### config.mk
export PLATFORM = sky130hd
export DESIGN_NAME = hicore_rob
export DESIGN_NICKNAME = d
export VERILOG_FILES = /design/src/rtl/hicore_rob.sv
export SDC_FILE = /design/constraint.sdc
export NUM_CORES = 1
export LEC_CHECK = 0
export ABC_CLOCK_PERIOD_IN_PS = 6700
export CAP_MARGIN = 25
export CELL_PAD_IN_SITES_DETAIL_PLACEMENT = 1
export CELL_PAD_IN_SITES_GLOBAL_PLACEMENT = 1
export CORE_ASPECT_RATIO = 0.9
export CORE_MARGIN = 5
export CORE_UTILIZATION = 51
export DETAILED_ROUTE_END_ITERATION = 10
export GPL_TIMING_DRIVEN = 0
export PLACE_DENSITY = 0.81
export SYNTH_ARGS = -nofsm -noshare
export SYNTH_HDL_FRONTEND = slang
export SYNTH_SLANG_ARGS = --single-unit
### constraint.sdc
create_clock -name clk -period 6.7 [get_ports clk]
set_input_delay 0.67 -clock clk [delete_from_list [all_inputs] [get_ports clk]]
set_output_delay 0.67 -clock clk [all_outputs]
set_load 0.1 [all_outputs]
### src/rtl/hicore_rob.sv
// hicore_rob -- in-order reorder buffer for the HiCore pipeline.
//
// Entries are allocated at decode in program order, marked done out of order
// by writeback, and retired strictly in order from the head, at most one per
// cycle. A retiring entry that raised an exception or is a fence.i or mret
// raises flush, which empties the whole buffer on the next edge.
//
// Ports
//   clk, rst            rising-edge clock, synchronous active-high reset
//   rob_*  (in)         allocation request from decode (rob_wen = strobe)
//   rob_tail_ptr        slot index the next allocation will occupy
//   rs1/rs2/csr query   RAW hazard lookup against in-flight entries -> depend
//   empty, full         occupancy status
//   wb_*                result writeback into slot wb_ptr
//   cmt_*               retirement of the head entry (combinational)
//   flush, flush_pc     pipeline redirect when the head entry retires
module hicore_rob #(
  parameter int DEPTH = 8,
  parameter int PTR_W = 3
) (
  input  logic             clk,
  input  logic             rst,
  // allocation
  input  logic             rob_wen,
  input  logic             rob_rd_need,
  input  logic [4:0]       rob_rd_idx,
  input  logic             rob_csr_need,
  input  logic [11:0]      rob_csr_idx,
  input  logic [31:0]      rob_next_pc,
  input  logic             rob_fence_i_op,
  input  logic             rob_mret_op,
  output logic [PTR_W-1:0] rob_tail_ptr,
  // dependency query
  input  logic             rs1_need,
  input  logic             rs2_need,
  input  logic [4:0]       rob_rs1_idx,
  input  logic [4:0]       rob_rs2_idx,
  input  logic             csr_need,
  input  logic [11:0]      csr_idx,
  output logic             depend,
  output logic             empty,
  output logic             full,
  // writeback
  input  logic             wb_valid,
  input  logic [PTR_W-1:0] wb_ptr,
  input  logic             wb_excp,
  input  logic [31:0]      wb_rd_dat,
  input  logic [31:0]      wb_csr_dat,
  // commit
  output logic             cmt_valid,
  output logic [PTR_W-1:0] cmt_ptr,
  output logic             cmt_rd_wen,
  output logic [4:0]       cmt_rd_idx,
  output logic [31:0]      cmt_rd_dat,
  output logic             cmt_csr_wen,
  output logic [11:0]      cmt_csr_idx,
  output logic [31:0]      cmt_csr_dat,
  output logic             cmt_excp,
  output logic             flush,
  output logic [31:0]      flush_pc
);

  // pointers and occupancy
  logic [PTR_W-1:0] head_q, head_d, tail_q, tail_d;
  logic [PTR_W:0]   cnt_q, cnt_d;

  // per-entry control state (reset)
  logic [DEPTH-1:0] vld_q, done_q, excp_q;

  // per-entry payload (no reset needed: only read behind vld/done)
  logic [DEPTH-1:0] rd_need_q, csr_need_q, fence_i_q, mret_q;
  logic [4:0]       rd_idx_q  [DEPTH];
  logic [11:0]      csr_idx_q [DEPTH];
  logic [31:0]      npc_q     [DEPTH];
  logic [31:0]      rd_dat_q  [DEPTH];
  logic [31:0]      csr_dat_q [DEPTH];

  logic alloc, wb_hit, commit;
  logic [DEPTH-1:0] dep_hit;

  assign empty        = (cnt_q == '0);
  assign full         = (cnt_q == (PTR_W+1)'(DEPTH));
  assign rob_tail_ptr = tail_q;

  // ---------------- commit view of the head entry ----------------
  assign cmt_valid = vld_q[head_q] & done_q[head_q];
  assign cmt_ptr   = head_q;
  assign cmt_excp  = cmt_valid & excp_q[head_q];
  assign flush     = cmt_valid & (excp_q[head_q] | fence_i_q[head_q] | mret_q[head_q]);
  assign flush_pc  = flush ? npc_q[head_q] : '0;

  assign cmt_rd_wen  = cmt_valid & rd_need_q[head_q] & ~excp_q[head_q]
                     & (rd_idx_q[head_q] != 5'd0);
  assign cmt_csr_wen = cmt_valid & csr_need_q[head_q] & ~excp_q[head_q];
  // payload is zeroed when nothing retires so idle outputs are clean
  assign cmt_rd_idx  = cmt_valid ? rd_idx_q[head_q]  : '0;
  assign cmt_rd_dat  = cmt_valid ? rd_dat_q[head_q]  : '0;
  assign cmt_csr_idx = cmt_valid ? csr_idx_q[head_q] : '0;
  assign cmt_csr_dat = cmt_valid ? csr_dat_q[head_q] : '0;

  // ---------------- events this cycle ----------------
  assign alloc  = rob_wen & ~full & ~flush;
  assign wb_hit = wb_valid & vld_q[wb_ptr];
  // a flushing retire does not advance head; the whole buffer is cleared
  assign commit = cmt_valid & ~flush;

  // ---------------- dependency scan ----------------
  // done-but-unretired entries still count: there is no bypass path
  for (genvar e = 0; e < DEPTH; e++) begin : g_dep
    assign dep_hit[e] = vld_q[e] & (
        (rs1_need & rd_need_q[e] & (rd_idx_q[e] == rob_rs1_idx) & (rob_rs1_idx != 5'd0))
      | (rs2_need & rd_need_q[e] & (rd_idx_q[e] == rob_rs2_idx) & (rob_rs2_idx != 5'd0))
      | (csr_need & csr_need_q[e] & (csr_idx_q[e] == csr_idx)));
  end
  assign depend = |dep_hit;

  // ---------------- pointer / count next state ----------------
  always_comb begin
    head_d = head_q;
    tail_d = tail_q;
    cnt_d  = cnt_q;
    if (flush) begin
      head_d = '0;
      tail_d = '0;
      cnt_d  = '0;
    end else begin
      if (alloc)  tail_d = tail_q + PTR_W'(1);
      if (commit) head_d = head_q + PTR_W'(1);
      case ({alloc, commit})
        2'b10:   cnt_d = cnt_q + (PTR_W+1)'(1);
        2'b01:   cnt_d = cnt_q - (PTR_W+1)'(1);
        default: cnt_d = cnt_q;
      endcase
    end
  end

  // ---------------- control state ----------------
  always_ff @(posedge clk) begin
    if (rst) begin
      head_q <= '0;
      tail_q <= '0;
      cnt_q  <= '0;
      vld_q  <= '0;
      done_q <= '0;
      excp_q <= '0;
    end else begin
      head_q <= head_d;
      tail_q <= tail_d;
      cnt_q  <= cnt_d;
      if (flush) begin
        vld_q  <= '0;
        done_q <= '0;
      end else begin
        if (wb_hit) begin
          done_q[wb_ptr] <= 1'b1;
          excp_q[wb_ptr] <= wb_excp;
        end
        if (commit) begin
          vld_q[head_q]  <= 1'b0;
          done_q[head_q] <= 1'b0;
        end
        // tail never equals a committing head here: full blocks alloc
        if (alloc) begin
          vld_q[tail_q]  <= 1'b1;
          done_q[tail_q] <= 1'b0;
          excp_q[tail_q] <= 1'b0;
        end
      end
    end
  end

  // ---------------- payload ----------------
  always_ff @(posedge clk) begin
    if (!rst && !flush) begin
      if (alloc) begin
        rd_need_q[tail_q]  <= rob_rd_need;
        rd_idx_q[tail_q]   <= rob_rd_idx;
        csr_need_q[tail_q] <= rob_csr_need;
        csr_idx_q[tail_q]  <= rob_csr_idx;
        npc_q[tail_q]      <= rob_next_pc;
        fence_i_q[tail_q]  <= rob_fence_i_op;
        mret_q[tail_q]     <= rob_mret_op;
      end
      if (wb_hit) begin
        rd_dat_q[wb_ptr]  <= wb_rd_dat;
        csr_dat_q[wb_ptr] <= wb_csr_dat;
      end
    end
  end

endmodule

* After elaboration in Yosys (flattened, before gate mapping)
Memory sizes are Yosys's and may differ from the RTL's. A register that Yosys moved wholly into a read port is not among the register bits. Index checks and enable logic that the tools add are counted.
Operators by class: add/subtract/negate cells 4, $lt $le $gt $ge 6, eq/ne operators 27, muxes and demuxes 64, bitwise operators 113, reduce and logical (&&, ||, !) cells 14
Operator list (count):
- 2-to-1 mux 8 bit | 15
- equality test 12 bit | 8
- 2-to-1 mux 32 bit | 3
- bitwise AND 1 bit | 84
- equality test 5 bit | 16
- bitwise mux 8 bit | 5
- bitwise AND 8 bit | 4
- 2-to-1 mux 3 bit | 10
- binary-select mux 1 bit (select 3 bit) | 8
- OR 1 bit | 18
- 2-to-1 mux 1 bit | 17
- inverter 8 bit | 2
- OR 8 bit | 2
- nonzero test 5 bit | 3
- less-than comparator 3 x 4 -> 1 bit (second input constant) | 3
- 2-to-1 mux 12 bit | 1
- demux 1 bit (select 3 bit) | 3
- greater-or-equal comparator 3 x 1 -> 1 bit (second input constant) | 3
- case mux 4 bit (2 select lines) | 1
- OR reduction 8 bit | 1
- adder 3 x 1 -> 3 bit (second input constant) | 2
- 2-to-1 mux 5 bit | 1
- adder 4 x 1 -> 4 bit (second input constant) | 1
- equality test 4 bit (second input constant) | 1
- other kinds (10) | 16
Storage, ports and cells: bits in registers 66, memory bits (writable) 904, input bits 150, output and inout bits 127, logic and storage cells 243, memories 5
Memories:
- csr_dat_q | words 8, bits a word 32, read ports 1, clocked after Yosys merged registers in 1, wr ports 1, RTL line 76 | logic [31:0] csr_dat_q [DEPTH];
- npc_q | words 8, bits a word 32, read ports 1, clocked after Yosys merged registers in 1, wr ports 1, RTL line 74 | logic [31:0] npc_q [DEPTH];
- rd_dat_q | words 8, bits a word 32, read ports 1, clocked after Yosys merged registers in 1, wr ports 1, RTL line 75 | logic [31:0] rd_dat_q [DEPTH];
- csr_idx_q | words 8, bits a word 12, read ports 9, clocked after Yosys merged registers in 1, wr ports 1, RTL line 73 | logic [11:0] csr_idx_q [DEPTH];
- rd_idx_q | words 8, bits a word 5, read ports 9, clocked after Yosys merged registers in 1, wr ports 1, RTL line 72 | logic [4:0] rd_idx_q [DEPTH];

* Depth between registers and ports, before layout
depth after elaboration 14, depth in mapped cells 20, depth with buffers taken out 17

* Worst setup path before layout
No wires, ideal clock.
path kind reg-to-reg, start point register head_q[2], in the netlist cmt_ptr[2], end point memory csr_idx_q[0][0], enable pin, library setup time 0.529 ns, arrival 6.212 ns, required time 6.171 ns, slack -0.040 ns, stages on the path, launching flop included 9, path buffers 1, clock period less this slack 6.740 ns, path through dfxtp_1 > buf_2 > mux2i_1 > a211oi_1 > a311oi_4 > inv_2 > o21ai_4 > nand3_1 > nor3_1
Between the ends: word-level cells in the longest chain between the ends 10, elaborated cells on any way between the ends 21, classes of those cells mux: 13; bitwise: 6; reduce/logical: 2
RTL lines:
- start: declaration | RTL line 64 | logic [PTR_W-1:0] head_q, head_d, tail_q, tail_d;
- start signal: assignment | RTL line 140 | head_q <= '0;
- start signal: assignment | RTL line 147 | head_q <= head_d;
- binary-select mux 1 bit (select 3 bit) | RTL line 89 | assign flush = cmt_valid & (excp_q[head_q] | fence_i_q[head_q] | mret_q[head_q]);
- 2-to-1 mux 1 bit (implied by the code) | RTL line 89
- OR 1 bit (2 in series) | RTL line 89
- bitwise AND 1 bit (*) | RTL line 89
- inverter 1 bit | RTL line 102 | assign alloc = rob_wen & ~full & ~flush;
- bitwise AND 1 bit | RTL line 102
- 2-to-1 mux 1 bit | RTL line 175 | if (alloc) begin
- 2-to-1 mux 1 bit (*) | RTL line 174 | if (!rst && !flush) begin
- 2-to-1 mux 1 bit (implied by the code) (*) | RTL line 179 | csr_idx_q[tail_q] <= rob_csr_idx;
- end: declaration | RTL line 73
Every way passes the cells marked *; elsewhere a longest branch is shown, timed or not. The select of a mux whose other input is x is not followed.

* Worst setup path in the final report
start point register head_q[2], in the netlist cmt_ptr[2], end point output cmt_csr_idx[3]
Between the ends: word-level cells in the longest chain between the ends 4, elaborated cells on any way between the ends 6, classes of those cells mux: 5; bitwise: 1
RTL lines:
- binary-select mux 1 bit (select 3 bit) | RTL line 86 | assign cmt_valid = vld_q[head_q] & done_q[head_q];
- 2-to-1 mux 1 bit (implied by the code) | RTL line 86
- bitwise AND 1 bit (*) | RTL line 86
- 2-to-1 mux 12 bit (*) | RTL line 98 | assign cmt_csr_idx = cmt_valid ? csr_idx_q[head_q] : '0;
- end: declaration | RTL line 56 | output logic [11:0] cmt_csr_idx,
Marked as above.

==> summary.txt <==
Drt drc = 0
CP endpoint kind = output port
H-tree depth = 3
Switching power = 0.002687 W
I/O Buffers = 251
Crit path max-delay family = buffers and inverters
Post-DR wirelength/cell = 31.30 µm
GRT Util Overall = 0.2683
Finished Layout Cells = 3617
Die width = 304.5 µm
Clk sinks = 973
Grt total ovfl = 0
Ports = 277
Gpl congestion = 0.8723
Buf+Inv Stages, Crit Path = 6
M3 GR Usage = 0.07267
GR Util met1 = 0.3522
Clock Skews = 0.05561 ns
Switch share = 0.2128
FF+latch count, synth = 973
Status = finished, final reports clean
CP cell instances = buf_2 > nand2_1 > o32ai_1 > o22ai_1 > a221o_1 > buf_6 > clkbuf_1 > buf_8 > buf_1 > nor2_1 > clkdlybuf4s50_1
Logic pwr share = 0.034
Final Hold Fails = 0
Register area share after synthesis = 0.7248
Number of CTS-inserted buffers = 100
Cell count after synthesis = 2072
Power consumption = 0.01262 W
Yosys Warn Count = 0
Antenna Violating Nets Remaining = 0
Pin count of the biggest net entering global routing = 47
Cell Rows = 97
DP Wirelength = 75170 µm
Worst setup SP type = flip-flop
Initial DRC Count = 2086
Sequential power share = 0.534
Pwr Density = 262.7 nW/µm²
Final Critical Period = 5.730 ns
MaxCap Viol Count = 0
Maximum vdd drop = 0.2078 mV
Final core utilization = 0.6186
Clk_lat worst skew = 0.69 ns
Die ar. = 83730 µm²
Vias = 21.98k
Leakage Power = 14.53 nW
Clock Tree Root = clkbuf_16
Min-delay worst type = flip-flop to flip-flop
Placed cell area = 44790 µm²
# nets final = 2632
Crit path largest cell delay = 1.22 ns
Critical path type = flip-flop to output port
Initial antenna violation count = 30
CTS Hold Buffers Added = 0
Placed Cells = 3412
Max FO, Critical Path = 10
Post-synthesis average cell area = 19.21 µm²
TritonCTS clock tree = yes
Final wirelength = 113200 µm
Slew Limit Fails = 0
GRT met2 Usage = 0.4406
Final-report setup violation count = 0
Async S/R FF share, synth = 0
Clk pwr share = 0.433
Yosys cell types = 66
P_int = 0.009937 W
Cell Area, Synth = 39800 µm²
Postcts setup bufs = 0
Number of synthesized flops with an enable pin = 936
Period Utilization, post-route = 0.8553
First-pass GRT wire length = 165100 µm
Pre-Repair DR Iteration Count = 5
Fmax = 0.1745 GHz
Req. time, crit path = 6.03 ns
Initial core utilization = 0.5124
Top_reg_cell synth = edfxtp_1
Clock slew at reported path FFs = 0.06 ns
WP data arrival = 5.06 ns
Net count of the mapped netlist = 2228
Area growth syn-to-layout = 20.73%
Top Usage Layer GRT = met2
Worst slew margin = 0.2573
Chip height = 275.0 µm
Worst-Margin Slew = 1.114 ns
Cts repair resizes = 0
Core area = 77670 µm²
Share of layout cells above drive strength 1 = 0.1920
Max clock buf depth = 3
Worst path slowest cell = clkdlybuf4s50_1
Vias in the first global route = 23.83k
Design area = 48050 µm²
Unrepaired setup endpoints after global routing = false
Vias per std cell = 6.076
[cell usage in the layout (no fill, tap or decap), types with 6 or more instances in the layout]
master	n
edfxtp_1	936
clkdlybuf4s50_1	251
mux4_2	228
nor2_1	149
mux2i_1	124
xnor2_1	111
clkbuf_16	101
clkbuf_1	93
xor2_1	72
nand4_1	46
dfxtp_1	37
buf_2	33
nor4_1	29
buf_12	27
clkinv_1	24
nand3_1	23
nand2_1	21
clkinv_2	20
a21oi_1	17
diode_2	16
buf_1	14
buf_16	14
nor3_1	13
nor2_4	12
inv_1	11
and3_1	9
buf_8	9
o21ai_0	8
o32ai_1	7
nand2b_1	7
bufinv_16	7
buf_6	6
nor2b_1	6
[stage by stage]
step	setup TNS, ns	setup slack [ns]	hold WS (ns)
finish	0	0.9695	0.4950
global route	0	0.7025	0.5030
CTS	0	0.9570	0.4865
detailed placement	0	1.706	0.4750
global placement	-1291.79	-2.185	0.4754
floorplan	0	0.7474	0.4498
[final cells by class]
cell class / count / area, µm²
clock buffer: 126 / 2621
antenna: 16 / 40.04
fill: 6669 / 29630
multi-input combinational: 963 / 10470
buffer: 122 / 544.3
sequential: 973 / 28850
timing repair buffer: 302 / 3585
tap: 1039 / 1300
inverter: 14 / 56.30
clock inverter: 62 / 584.3
[registers in the layout, summed over array words and instances, names as in the netlist, named ones only]
| name | count |
|---|---|
| vld_q | 8 |
| cmt_ptr | 3 |
| fence_i_q | 8 |
| csr_need_q | 8 |
| cnt_q | 4 |
| mret_q | 8 |
| csr_dat_q | 256 |
| rd_need_q | 8 |
| npc_q | 256 |
| rd_dat_q | 256 |
| excp_q | 8 |
| csr_idx_q | 96 |
| rd_idx_q | 40 |
| rob_tail_ptr | 3 |
| done_q | 8 |
[layer usage]
metal,up-vias,share of wire
li1,9200,-
met1,11551,0.39
met2,982,0.49
met3,220,0.086
met4,24,0.035
met5,-,0.0013
[tightest hold or removal path: cells and delay by family (launching register included)]
family | cells | cell delay (ns)
compound gates | 2 | 0.13
flops | 1 | 0.32
[cell families after synthesis]
group                      count (synthesis)  synth area share
AOI/OAI and AO/OA                         76           0.01405
muxes                                    353            0.1605
and+or+nand+nor                          345           0.04320
xor gates and xnor gates                 183           0.04027
DFF                                      973            0.7248
buffers and inverters                    136           0.01509
adders and majority gates                  6          0.002075
[Yosys cell counts (2+ instances only)]
library cell  instances  area share
or4_1                 2     0.00038
o21a_1                3     0.00057
or2_2                 2     0.00031
nor2_1              160       0.015
nand2b_1              7      0.0011
xnor2_1             111       0.024
dfxtp_1              37       0.019
and3_1               11      0.0017
buf_4                 2     0.00038
nor3b_1               5     0.00094
and2_1                4     0.00063
nor4_1               29      0.0046
a21boi_0              3     0.00057
o21ai_1               5     0.00063
and4b_1               2     0.00050
nand4_1              46      0.0072
o21ai_0               8      0.0010
inv_1                11      0.0010
nor3_1               14      0.0018
buf_2                33      0.0041
xor2_1               72       0.016
a32o_1                2     0.00050
nor2b_1               8      0.0013
buf_6                 5      0.0014
nand3_1              23      0.0029
o32ai_1               7      0.0015
a311oi_1              2     0.00044
clkbuf_1             68      0.0064
a21oi_1              17      0.0021
buf_1                14      0.0013
o22ai_1               5     0.00079
o31ai_1               2     0.00038
mux2i_1             124       0.031
edfxtp_1            936        0.71
nand2_1              21      0.0020
mux4_2              228        0.13
a211oi_1              4     0.00075
o211ai_1              3     0.00057
nand4b_1              2     0.00044
ha_1                  5      0.0016
o221ai_1              4     0.00088
[final timing paths]
path | start | end | slack, ns | cells past startpoint
max reg2reg | cmt_ptr[0] | rd_idx_q[6][3] | 2.38 | 12
min | excp_q[7] | excp_q[7] | 0.50 | 2
max | cmt_ptr[2] | cmt_csr_idx[3] | 0.97 | 11
min reg2reg | excp_q[7] | excp_q[7] | 0.50 | 2
[power groups by stage]
stage	clock network (W)	logic, W	registers (W)
final	0.00546	0.000425	0.00674
after global routing	0.00584	0.000451	0.00673
after CTS	0.00554	0.000422	0.00674
after detailed placement	0	0.000419	0.00686
after global placement	0	0.000375	0.00687
after floorplan	0	0.000176	0.00687
No activity file was read; power rests on OpenSTA's default activity.
